--- config.mk ---
export PLATFORM = sky130hd
export DESIGN_NAME = fetch_stage
export DESIGN_NICKNAME = d
export VERILOG_FILES = /design/src/rtl/fetch_stage_pkg.sv /design/src/rtl/fetch_stage_fe_de_reg.sv /design/src/rtl/fetch_stage.sv
export SDC_FILE = /design/constraint.sdc
export NUM_CORES = 1
export LEC_CHECK = 0
export ABC_AREA = 1
export CAP_MARGIN = 20
export CORE_MARGIN = 1
export CORE_UTILIZATION = 33
export DETAILED_ROUTE_END_ITERATION = 10
export PLACE_DENSITY_LB_ADDON = 0.1
export SETUP_SLACK_MARGIN = 0.05
export SKIP_LAST_GASP = 1
export SLEW_MARGIN = 5
export SYNTH_ARGS = -nofsm -noshare
export SYNTH_HDL_FRONTEND = slang
export SYNTH_HIERARCHICAL = 1
export SYNTH_SLANG_ARGS = --single-unit
--- constraint.sdc ---
create_clock -name clk -period 7.2 [get_ports clk]
set_clock_uncertainty 0.05 [all_clocks]
set_input_delay 1.44 -clock clk [delete_from_list [all_inputs] [get_ports clk]]
set_output_delay 1.44 -clock clk [all_outputs]
set_load 0.01 [all_outputs]
--- src/rtl/fetch_stage_pkg.sv ---
// fetch_stage_pkg: shared pipeline widths, bubble encoding and fetch FSM states
package fetch_stage_pkg;
   localparam int WIDTH_DATA_LENGTH = 32;
   localparam logic [31:0] NOP_INST = 32'h0000_0013;
   typedef enum logic [1:0] {
      REQ  = 2'd0,
      WAIT = 2'd1,
      HOLD = 2'd2,
      DROP = 2'd3
   } fetch_state_t;
endpackage

--- src/rtl/fetch_stage_fe_de_reg.sv ---
// fe_de_reg: enable/flush pipeline register carrying {pc, inst, valid}; flush wins over enable
module fe_de_reg #(
   parameter int W = fetch_stage_pkg::WIDTH_DATA_LENGTH,
   parameter logic [W-1:0] NOP = W'(fetch_stage_pkg::NOP_INST)
) (
   input  logic         clk,
   input  logic         rst,
   input  logic         en,
   input  logic         flush,
   input  logic [W-1:0] d_pc,
   input  logic [W-1:0] d_inst,
   input  logic         d_valid,
   output logic [W-1:0] q_pc,
   output logic [W-1:0] q_inst,
   output logic         q_valid
);
   // flush turns the slot into a bubble but keeps the last pc for debug/trace
   always_ff @(posedge clk or posedge rst)
      if (rst) begin
         q_pc    <= '0;
         q_inst  <= NOP;
         q_valid <= 1'b0;
      end else if (flush) begin
         q_inst  <= NOP;
         q_valid <= 1'b0;
      end else if (en) begin
         q_pc    <= d_pc;
         q_inst  <= d_inst;
         q_valid <= d_valid;
      end
endmodule

--- src/rtl/fetch_stage.sv ---
// fetch_stage: pc register, single-outstanding imem handshake and FE/DE register
module fetch_stage #(
   parameter int WIDTH_DATA_LENGTH = fetch_stage_pkg::WIDTH_DATA_LENGTH,
   parameter logic [WIDTH_DATA_LENGTH-1:0] RESET_PC = '0,
   parameter logic [WIDTH_DATA_LENGTH-1:0] NOP_INST = WIDTH_DATA_LENGTH'(fetch_stage_pkg::NOP_INST)
) (
   input  logic                         clk,
   input  logic                         rst,
   input  logic                         PC_Fetch_EN,
   input  logic                         FE_DE_Reg_EN,
   input  logic                         Br_Taken,
   input  logic [WIDTH_DATA_LENGTH-1:0] Br_Target,
   output logic                         imem_req,
   output logic [WIDTH_DATA_LENGTH-1:0] imem_addr,
   input  logic                         imem_ack,
   input  logic [WIDTH_DATA_LENGTH-1:0] imem_rdata,
   output logic [WIDTH_DATA_LENGTH-1:0] FE_DE_PC,
   output logic [WIDTH_DATA_LENGTH-1:0] FE_DE_Inst,
   output logic                         FE_DE_Valid
);
   import fetch_stage_pkg::*;
   localparam int W = WIDTH_DATA_LENGTH;
   localparam logic [W-1:0] ALIGN_MASK = ~W'(3);
   fetch_state_t state;
   logic [W-1:0] pc;
   logic [W-1:0] pc_req;
   logic [W-1:0] hold_buf;
   logic         deliver;
   logic         flush;
   logic [W-1:0] deliver_inst;
   // a request is only issued from REQ, never during a redirect or while in reset
   always_comb begin
      imem_req     = (state == REQ) && PC_Fetch_EN && !Br_Taken && !rst;
      imem_addr    = pc;
      deliver      = !Br_Taken && FE_DE_Reg_EN &&
                     ((state == WAIT && imem_ack) || state == HOLD);
      deliver_inst = (state == HOLD) ? hold_buf : imem_rdata;
      flush        = Br_Taken || (FE_DE_Reg_EN && !deliver);
   end
   // fetch FSM: redirect overrides every other event; an ack in DROP retires the
   // squashed request even when a further redirect lands in that cycle
   always_ff @(posedge clk or posedge rst)
      if (rst) begin
         state    <= REQ;
         pc       <= RESET_PC;
         pc_req   <= '0;
         hold_buf <= NOP_INST;
      end else if (Br_Taken) begin
         pc    <= Br_Target & ALIGN_MASK;
         state <= ((state == WAIT || state == DROP) && !imem_ack) ? DROP : REQ;
      end else
         case (state)
            REQ:
               if (imem_req) begin
                  pc_req <= pc;
                  pc     <= pc + W'(4);
                  state  <= WAIT;
               end
            WAIT:
               if (imem_ack) begin
                  if (!FE_DE_Reg_EN) hold_buf <= imem_rdata;
                  state <= FE_DE_Reg_EN ? REQ : HOLD;
               end
            HOLD:
               if (FE_DE_Reg_EN) state <= REQ;
            DROP:
               if (imem_ack) state <= REQ;
         endcase
   fe_de_reg #(.W(W), .NOP(NOP_INST)) u_fe_de (
      .clk     (clk),
      .rst     (rst),
      .en      (deliver),
      .flush   (flush),
      .d_pc    (pc_req),
      .d_inst  (deliver_inst),
      .d_valid (1'b1),
      .q_pc    (FE_DE_PC),
      .q_inst  (FE_DE_Inst),
      .q_valid (FE_DE_Valid)
   );
endmodule
==> results.md, run 1 <==
## Hold path
• **Min-Delay Path Class** register to register
• **number of stages on the worst hold path** 2

## Critical path
• **Worst EP required** 5.71 ns
• **ordered cell list for the critical path** clkdlybuf4s50_1 > inv_4 > nand3_4 > inv_2 > clkdlybuf4s50_1
• **critical path data arrival time** 3.45 ns
• **number of buffer and inverter stages on the critical path** 4
• **crit path max-delay cell type** clkdlybuf4s50_1
• **type of element capturing the critical path** output port
• **cells on worst reg2reg path** 9
• **critical path class** input pin to output port
• **instance count on the critical path** 5
• **cell repeated most along the worst path** clkdlybuf4s50_1
• **Worst path top cell family by delay** buffers and inverters
• **critical path fanouts, max** 30
• **kind of start point of the critical path** input pin
• **maximum cell stage delay along the critical path** 0.64 ns

## Logic synthesis
• **portion of the post-synthesis area used by sequential elements** 52.73%
• **top-area cell type share of the netlist area** 50.65%
• **cell area after synthesis** 7560 µm²
• **mean post-synth cell area** 7.899 µm²
• **synth unique cells** 36
• **count of synthesis-stage warnings from yosys** 6
• **cell taking the most area after synthesis** dfrtp_1
• **Post-Synthesis Cells** 957
• **synthesis-stage register bit count** 159
• **main area contributors after synthesis** dfrtp_1, nand2_1, nand3_1

## Pwr
• **Power Internal** 2043 µW
• **net switching share of the total power** 30.70%
• **part of the total power dissipated in the clock network** 31.0%
• **part of the power in combinational logic** 25.0%
• **Flop pwr share** 43.9%
• **leak pwr** 0.004771 µW
• **total power divided by cell area** 295.8 nW/µm²
• **sw power** 905.1 µW
• **largest voltage drop on the vdd net** 0.1103 mV

## Timing
• **transition time at the pin with the least slew margin** 0.8769 ns
• **final setup violation count** 0
• **Tmin final** 4.937 ns
• **Tcrit/Tclk final** 68.56%
• **number of hold violations in the final report** 0
• **setup repair after global routing missed its margin** no
• **worst relative slew slack** 41.54%
• **setup_tns** 0 ns
• **number of pins exceeding their max-slew limit in the final report** 0
• **Highest Clock Rate** 202.6 MHz

## Clock tree
• **root buffer cell** clkbuf_16
• **clk slew on worst S/H paths** 0.06 ns
• **depth of the CTS H-tree** 4
• **count of hold buffers inserted by post-cts repair** 0
• **TritonCTS clock tree** yes
• **clk sink count** 159
• **buffer depth of the longest clock path** 2
• **number of resized instances in the post-cts repair step** 0
• **total clock buffers created by CTS** 17
• **number of setup buffers added after CTS** 0
• **clock latency on the worst-skew pair** 0.42 ns

## Die
• **height of the die** 153.4 µm
• **starting density of the core** 33.49%
• **boundary pin count** 168
• **full die area** 23,520 µm²
• **width of the die** 153.4 µm
• **Placement Rows** 55
• **placeable core region** 22,570 µm²

## Placement
• **placement-stage cell area** 9382 µm²
• **count of input and output buffers** 163
• **detailed placement HPWL** 13,870 µm
• **global placer's final weighted congestion** 0.7796

## Global route
• **number of antenna violations at the first check in global routing** 0
• **number of global-route vias before repair** 6,284
• **pin count of the biggest net entering global routing** 73
• **total overflow reported by the global router** 0
• **wire length of the first global-routing pass** 34,250 µm
• **GRT Overall Usage** 18.69%

## Final layout
• **share of final-layout standard cells stronger than drive strength 1** 7.188%
• **most common cell after layout, fill and taps aside** nand2_1
• **count of filler cells inserted in the layout** 2,284
• **ANT cells** 0
• **highest-count cells in the layout ignoring fill and taps** nand2_1, clkdlybuf4s50_1, dfrtp_1, nand3_1, nor2_1
• **# nets final** 1,173
• **final standard cell utilization of the core** 44.15%
• **synthesis-to-layout area growth** 31.83%
• **Final Cell Area** 9966 µm²

## Status
• **result of the run** complete, no violations

## Run
• **max_cap viols** 0

## Drt
• **Routed Antenna Nets** 0
• **routed wire length per instance** 14.94 µm
• **number of DRC markers in iteration 0** 280
• **mean number of vias per cell** 4.600
• **count of vias placed by the detailed router** 6,431
• **total wire length after detailed routing** 20,890 µm
• **post-route DRC violation count** 0
• **first-pass iteration count of the detailed router** 4

-- power by group through the flow --
stage               logic [µW]  clock network [µW]  registers [µW]
global placement           737                   0            1310
detailed placement         750                   0            1310
global route               836                 974            1330
finish                     738                 915            1300
CTS                        754                 938            1300
floorplan                  359                   0            1330
-- layout make-up --
type,count,area (µm²),share of cell area [%]
inverters,80,302.8,3.038
multi-input cells,671,3022,30.32
well taps,285,356.6,3.578
flip-flops and latches,159,3986,40.00
clock inverters,11,141.4,1.419
repair buffers,173,1714,17.20
clock buffers,19,442.9,4.444
-- worst register-to-register path, delay by kind of cell, from the launching register on --
family	cells	cell delay, ns
AOI/OAI and AO/OA	1	0.23
buffers and inverters	4	1.39
DFF	1	0.43
and+or+nand+nor	4	0.76
-- sequential cells by signal (all words and copies together), names as in the netlist --
name	count
hold_buf	32
u_fe_de/q_inst	32
u_fe_de/q_pc	32
state	2
imem_addr	30
u_fe_de/q_valid	1
pc_req	30
-- logic make-up (layout without fill, tap and decap cells) --
family	Yosys count	after routing	share of synthesized area (%)
fa+ha+maj	1	1	0.1655
compound gates	131	131	9.136
buf+inv	130	283	7.630
flops	159	159	52.73
simple gates	532	532	30.01
xor+xnor	2	2	0.2318
other cells	2	5	0.09934
-- stage by stage --
step                total power, µW  hold WS, ns  std cells  setup WS (ns)
global placement               2045       0.4046       1367          2.207
detailed placement             2063       0.4072       1368          2.211
CTS                            2992       0.4209       1398          2.214
finish                         2948       0.4173       1398          2.263
floorplan                      1684       0.3998        960          1.555
global route                   3140       0.4434       1398          2.102
-- cell usage after synthesis --
| cell type | instances |
|---|---|
| nand2_1 | 323 |
| dfrtp_1 | 153 |
| nand3_1 | 94 |
| nor2_1 | 76 |
| o21ai_0 | 75 |
| inv_1 | 74 |
| a21oi_1 | 31 |
| buf_2 | 23 |
| clkbuf_1 | 13 |
| buf_4 | 10 |
| nor2_2 | 9 |
| o21ai_1 | 8 |
| dfstp_2 | 6 |
| inv_2 | 6 |
| nand2_2 | 6 |
| nor2_4 | 6 |
| o22ai_1 | 6 |
| nand4_1 | 5 |
| nor3_1 | 5 |
| o211ai_1 | 5 |
| buf_6 | 3 |
| a211oi_1 | 2 |
| conb_1 | 2 |
| nand3_4 | 2 |
| o21bai_1 | 2 |
| xor2_1 | 2 |
| and2_1 | 1 |
| buf_1 | 1 |
| ha_1 | 1 |
| nand2_4 | 1 |
| nand3_2 | 1 |
| nor3b_1 | 1 |
| nor4_1 | 1 |
| o21a_1 | 1 |
| o31ai_1 | 1 |
| or2_1 | 1 |
-- metal layers --
metal	vias to the layer above	track usage, %	part of all wire, %
met3	21	3.176	4.2
met5	-	0	0
li1	3336	-	-
met2	166	29.72	45
met1	2908	25.92	49
met4	0	5.905	1.4
-- final timing paths --
kind | start | to | slack [ns]
max in group asynchronous | rst | pc_req[23] | 4.49
worst max-delay path | rst | imem_req | 2.26
min in group asynchronous | rst | hold_buf[25] | 1.37
worst min-delay path | u_fe_de/q_inst[0] | u_fe_de/q_inst[0] | 0.42
worst min register to register | u_fe_de/q_inst[0] | u_fe_de/q_inst[0] | 0.42
worst max register to register | state[0] | u_fe_de/q_pc[31] | 4.25
Power figures use the tool's default switching activity.
==> inputs of run 2 (changes only) <==
==> constraint.sdc (replaced) <==
create_clock -name clk -period 4.05 [get_ports clk]
set_clock_uncertainty 0.05 [all_clocks]
set_input_delay 0.81 -clock clk [delete_from_list [all_inputs] [get_ports clk]]
set_output_delay 0.81 -clock clk [all_outputs]
set_load 0.01 [all_outputs]
==> results.md, run 2 (synthesis gave the netlist of run 1 again) <==
## Status
• **result of the run** complete, no violations

## Timing
• **setup_tns** 0 ns, unchanged
• **final setup violation count** 0, unchanged
• **number of pins exceeding their max-slew limit in the final report** 0, unchanged
• **worst relative slew slack** 34.06%, -7.5 points
• **Tmin final** 3.092 ns
• **number of hold violations in the final report** 0, unchanged
• **Highest Clock Rate** 323.4 MHz
• **setup repair after global routing missed its margin** no
• **Tcrit/Tclk final** 76.35%
• **transition time at the pin with the least slew margin** 0.9890 ns, +0.1121 ns

## Clock tree
• **buffer depth of the longest clock path** 2, unchanged
• **number of setup buffers added after CTS** 0, unchanged
• **count of hold buffers inserted by post-cts repair** 0, unchanged
• **number of resized instances in the post-cts repair step** 0, unchanged
• **clock latency on the worst-skew pair** 0.42 ns, about the same
• **total clock buffers created by CTS** 17, unchanged
• **clk sink count** 159, unchanged
• **root buffer cell** clkbuf_16
• **depth of the CTS H-tree** 4, unchanged
• **clk slew on worst S/H paths** 0.06 ns, about the same
• **TritonCTS clock tree** yes

## Critical path
• **critical path fanouts, max** 2, -93%
• **launching point of the worst reg2reg path** state[0]
• **cell repeated most along the worst path** clkdlybuf4s50_1
• **flop-to-flop setup slack** 1.89 ns, -2.36 ns
• **critical path data arrival time** 2.23 ns, -1.22 ns
• **number of buffer and inverter stages on the critical path** 3, -1
• **type of element capturing the critical path** output port
• **instance count on the critical path** 5, unchanged
• **critical path class** input pin to output port
• **cells on worst reg2reg path** 9, unchanged
• **launching element of the worst setup path** Br_Taken
• **maximum cell stage delay along the critical path** 0.55 ns, -0.09 ns
• **Worst path top cell family by delay** buffers and inverters
• **ordered cell list for the critical path** clkdlybuf4s50_1 > nor2_2 > nand3_4 > inv_2 > clkdlybuf4s50_1
• **crit path max-delay cell type** clkdlybuf4s50_1
• **RR Endpoint** imem_addr[19]
• **kind of start point of the critical path** input pin
• **Worst EP required** 3.19 ns, -2.52 ns
• **endpoint of the most critical setup path** imem_req

## Global route
• **number of global-route vias before repair** 6,194, -1.4%
• **number of antenna violations at the first check in global routing** 0, unchanged
• **wire length of the first global-routing pass** 34,130 µm, -0.36%
• **pin count of the biggest net entering global routing** 74, +1.4%
• **total overflow reported by the global router** 0, unchanged
• **GRT Overall Usage** 18.52%, -0.16 points

## Final layout
• **biggest registers after layout** hold_buf: 32 flops, u_fe_de/q_inst: 32 flops, u_fe_de/q_pc: 32 flops
• **synthesis-to-layout area growth** 33.43%
• **most common cell after layout, fill and taps aside** nand2_1
• **ANT cells** 0, unchanged
• **share of final-layout standard cells stronger than drive strength 1** 7.589%, +0.40 points
• **Final Cell Area** 10,090 µm², +1.2%
• **# nets final** 1,178, +0.43%
• **highest-count cells in the layout ignoring fill and taps** nand2_1, clkdlybuf4s50_1, dfrtp_1, nand3_1, nor2_1

## Placement
• **count of input and output buffers** 163, unchanged
• **detailed placement HPWL** 14,330 µm, +3.3%
• **placement-stage cell area** 9425 µm², +0.47%
• **global placer's final weighted congestion** 0.7955, +2.0%

## Die
• **starting density of the core** 33.49%, unchanged
• **full die area** 23,520 µm², unchanged
• **Placement Rows** 55, unchanged
• **height of the die** 153.4 µm, unchanged
• **boundary pin count** 168, unchanged
• **placeable core region** 22,570 µm², unchanged
• **width of the die** 153.4 µm, unchanged

## Drt
• **Routed Antenna Nets** 0, unchanged
• **total wire length after detailed routing** 21,030 µm, +0.68%
• **post-route DRC violation count** 0, unchanged
• **routed wire length per instance** 14.97 µm, +0.18%
• **number of DRC markers in iteration 0** 310, +11%
• **count of vias placed by the detailed router** 6,524, +1.4%
• **first-pass iteration count of the detailed router** 7, +3
• **mean number of vias per cell** 4.643, +0.94%

## Hold path
• **Min-Delay Path Class** register to register

## Run
• **max_cap viols** 0, unchanged

## Pwr
• **leak pwr** 0.004832 µW, +1.3%
• **largest voltage drop on the vdd net** 0.2094 mV, +90%
• **total power divided by cell area** 539.2 nW/µm², +82%

-- run 2: cell count changes in the layout (fill, tap and decap cells not counted), sizes merged --
cell | previous run | this run
buf | 10 | 15
bufinv | 3 | 6
clkinvlp | 3 | 2
inv | 81 | 79
clkbuf | 19 | 21
-- run 2: per-layer routing --
metal / up-vias / wire [µm] / GRT usage, %
met5: - / 0 / 0
met4: 0 / 139 / 4.238
met3: 8 / 909 / 3.317
met2: 158 / 9582 / 29.72
met1: 3014 / 10400 / 25.96
li1: 3344 / - / -
-- run 2: cell type report --
| cell class | instances | area [µm²] |
|---|---|---|
| Timing Repair Buffer | 178 | 1757 |
| Tap cell | 285 | 356.6 |
| Inverter | 80 | 304.0 |
| Clock inverter | 11 | 211.5 |
| Fill cell | 2310 | 12480 |
| Multi-Input combinational cell | 671 | 3022 |
| Sequential cell | 159 | 3986 |
| Clock buffer | 21 | 450.4 |
-- run 2: metrics by stage --
stage	util, %	hold WS [ns]	power [µW]	worst slack, ns	instances
global placement	41.76	0.4027	3653	0.7825	1373
global route	44.69	0.4314	5781	0.8820	1405
floorplan	-	0.3998	2994	0.3295	960
CTS	44.69	0.4225	5514	0.8831	1405
finish	44.69	0.4166	5439	0.9579	1405
detailed placement	41.76	0.4076	3678	0.7776	1373
-- run 2: how the worst min path moves through the flow --
stage	cells after the start	end	start	slack, ns
5_1_grt	2	u_fe_de/q_pc[12]	u_fe_de/q_pc[12]	0.43
2_1_floorplan	2	pc_req[19]	pc_req[19]	0.40
4_1_cts	2	u_fe_de/q_pc[13]	u_fe_de/q_pc[13]	0.42
6_report	2	u_fe_de/q_inst[11]	u_fe_de/q_inst[11]	0.42
3_5_place_dp	2	u_fe_de/q_inst[11]	u_fe_de/q_inst[11]	0.41
3_3_place_gp	2	u_fe_de/q_inst[16]	u_fe_de/q_inst[16]	0.40
-- run 2: tightest hold or removal path: cells and delay by family (launching register included) --
family / cells / cell delay [ns]
flip-flops: 1 / 0.34
AND/OR/NAND/NOR: 2 / 0.09
-- run 2: power by group --
part | switching [µW] | total, µW | internal, µW
combinational | 703 | 1330 | 625
clock | 638 | 1810 | 1170
sequential | 263 | 2300 | 2040
total | 1600 | 5440 | 3840
==> inputs of run 3 (changes only) <==
==> constraint.sdc (replaced) <==
create_clock -name clk -period 2.6 [get_ports clk]
set_clock_uncertainty 0.05 [all_clocks]
set_input_delay 0.52 -clock clk [delete_from_list [all_inputs] [get_ports clk]]
set_output_delay 0.52 -clock clk [all_outputs]
set_load 0.01 [all_outputs]
==> results.md, run 3 (synthesis gave the netlist of run 1 again) <==
## Critical path
• **critical path class** input pin to output port
• **type of element capturing the critical path** output port
• **RR Endpoint** u_fe_de/q_pc[9]
• **critical path data arrival time** 1.63 ns, -0.60 ns
• **ordered cell list for the critical path** clkdlybuf4s50_1 > clkinvlp_4 > nand3_4 > inv_4 > dlymetal6s2s_1
• **crit path max-delay cell type** clkdlybuf4s50_1
• **maximum cell stage delay along the critical path** 0.60 ns, +0.05 ns
• **cells on worst reg2reg path** 8, -1
• **Worst EP required** 2.03 ns, -1.16 ns
• **kind of start point of the critical path** input pin
• **critical path fanouts, max** 2, unchanged
• **flop-to-flop setup slack** 0.82 ns, -1.07 ns
• **launching point of the worst reg2reg path** state[0]

## Die
• **placeable core region** 22,570 µm², unchanged
• **starting density of the core** 33.49%, unchanged
• **Placement Rows** 55, unchanged
• **boundary pin count** 168, unchanged
• **full die area** 23,520 µm², unchanged
• **width of the die** 153.4 µm, unchanged
• **height of the die** 153.4 µm, unchanged

## Clock tree
• **depth of the CTS H-tree** 4, unchanged
• **clk sink count** 159, unchanged
• **TritonCTS clock tree** yes
• **buffer depth of the longest clock path** 2, unchanged
• **root buffer cell** clkbuf_16
• **total clock buffers created by CTS** 17, unchanged
• **clock latency on the worst-skew pair** 0.42 ns, about the same
• **clk slew on worst S/H paths** 0.06 ns, about the same
• **number of setup buffers added after CTS** 0, unchanged

## Timing
• **setup repair after global routing missed its margin** no
• **setup_tns** 0 ns, unchanged
• **number of hold violations in the final report** 0, unchanged
• **Tcrit/Tclk final** 84.76%
• **worst relative slew slack** 59.32%, +25 points
• **number of pins exceeding their max-slew limit in the final report** 0, unchanged
• **Tmin final** 2.204 ns
• **transition time at the pin with the least slew margin** 0.6102 ns, -0.3788 ns
• **Highest Clock Rate** 453.8 MHz
• **final setup violation count** 0, unchanged

## Hold path
• **capture endpoint of the worst hold path** u_fe_de/q_pc[17]
• **number of stages on the worst hold path** 2, unchanged
• **hold_sp** u_fe_de/q_pc[17]
• **Min-Delay Path Class** register to register

## Pwr
• **total power divided by cell area** 805.6 nW/µm², +49%
• **leak pwr** 0.004882 µW, +1.0%
• **largest voltage drop on the vdd net** 0.3376 mV, +61%

## Drt
• **mean number of vias per cell** 4.588, -1.2%
• **post-route DRC violation count** 0, unchanged
• **total wire length after detailed routing** 20,820 µm, -1.0%
• **first-pass iteration count of the detailed router** 5, -2
• **routed wire length per instance** 14.69 µm, -1.8%
• **number of DRC markers in iteration 0** 299, -3.5%
• **count of vias placed by the detailed router** 6,501, -0.35%
• **Routed Antenna Nets** 0, unchanged

## Global route
• **Top Usage Layer GRT** met2
• **total overflow reported by the global router** 0, unchanged
• **wire length of the first global-routing pass** 34,520 µm, +1.2%
• **met3 usage** 3.147%, -0.17 points
• **number of antenna violations at the first check in global routing** 0, unchanged
• **number of global-route vias before repair** 6,355, +2.6%
• **global-route met2 utilization** 29.66%, -0.065 points
• **GRT Overall Usage** 18.73%, +0.20 points
• **pin count of the biggest net entering global routing** 95, +28%
• **global routing met1 resource utilization** 26.18%, +0.22 points

## Final layout
• **# nets final** 1,190, +1.0%
• **synthesis-to-layout area growth** 34.36%
• **biggest registers after layout** hold_buf: 32 flops, u_fe_de/q_inst: 32 flops, u_fe_de/q_pc: 32 flops
• **ANT cells** 0, unchanged
• **Register Area** 3986 µm², unchanged
• **final instance count without filler cells** 1,417, +0.85%
• **footprint of the multi-input gates** 3027 µm², +0.17%
• **count of filler cells inserted in the layout** 2,292, -0.78%
• **most common cell after layout, fill and taps aside** nand2_1
• **share of final-layout standard cells stronger than drive strength 1** 8.569%, +0.98 points
• **highest-count cells in the layout ignoring fill and taps** nand2_1, clkdlybuf4s50_1, dfrtp_1, nand3_1, nor2_1

## Placement
• **detailed placement HPWL** 14,250 µm, -0.51%
• **number of placed cells counting well taps** 1,385, +0.87%
• **count of input and output buffers** 163, unchanged
• **global placer's final weighted congestion** 0.8209, +3.2%

## Status
• **result of the run** complete, no violations

## Run
• **max_cap viols** 0, unchanged

run 3: metrics by stage:
stage | instance area, µm² | util (%) | worst slack, ns | total power [µW] | hold slack (ns)
final | 10160 | 45.00 | 0.3962 | 8183 | 0.4182
after global routing | 10160 | 45.00 | 0.3414 | 8731 | 0.4440
after CTS | 10150 | 44.99 | 0.06382 | 8311 | 0.4223
after detailed placement | 9573 | 42.41 | 0.02519 | 5758 | 0.4073
after global placement | 9573 | 42.41 | 0.03314 | 5722 | 0.4024
after floorplan | 7596 | - | -0.4236 | 4669 | 0.3997
run 3: cell type report:
cell class                 count  share of cell area, %
sequential                   159                  39.25
clock buffer                  21                  4.336
multi-input combinational    671                  29.80
tap                          285                  3.511
clock inverter                11                  1.404
inverter                      80                  3.018
timing repair buffer         190                  18.69
run 3: critical path: cells and delay by family:
kind	cells	cell delay (ns)
AND/OR/NAND/NOR	1	0.11
buffers and inverters	4	0.99
run 3: where the power goes:
part / internal, µW / switching (µW) / total [µW]
registers: 3180 / 418 / 3590
logic: 1000 / 1090 / 2090
clock network: 1510 / 995 / 2500
run 3: how the worst max path moves through the flow:
stage	start	end	slack, ns
2_1_floorplan	rst	imem_req	-0.42
5_1_grt	rst	state[1]	0.34
4_1_cts	rst	imem_req	0.06
3_3_place_gp	Br_Taken	imem_req	0.03
6_report	rst	imem_req	0.40
3_5_place_dp	Br_Taken	imem_req	0.03
run 3: routing by layer:
| metal | routed length, µm | part of all wire (%) |
|---|---|---|
| met1 | 10210 | 49 |
| met2 | 9493 | 46 |
| met3 | 854 | 4.1 |
| met4 | 255 | 1.2 |
| met5 | 0 | 0 |
run 3: repair_timing:
item / in CTS / in global routing
hold buffers: 0 / 0
resized for setup: 1 / 1
setup endpoints to repair: 1 / 1
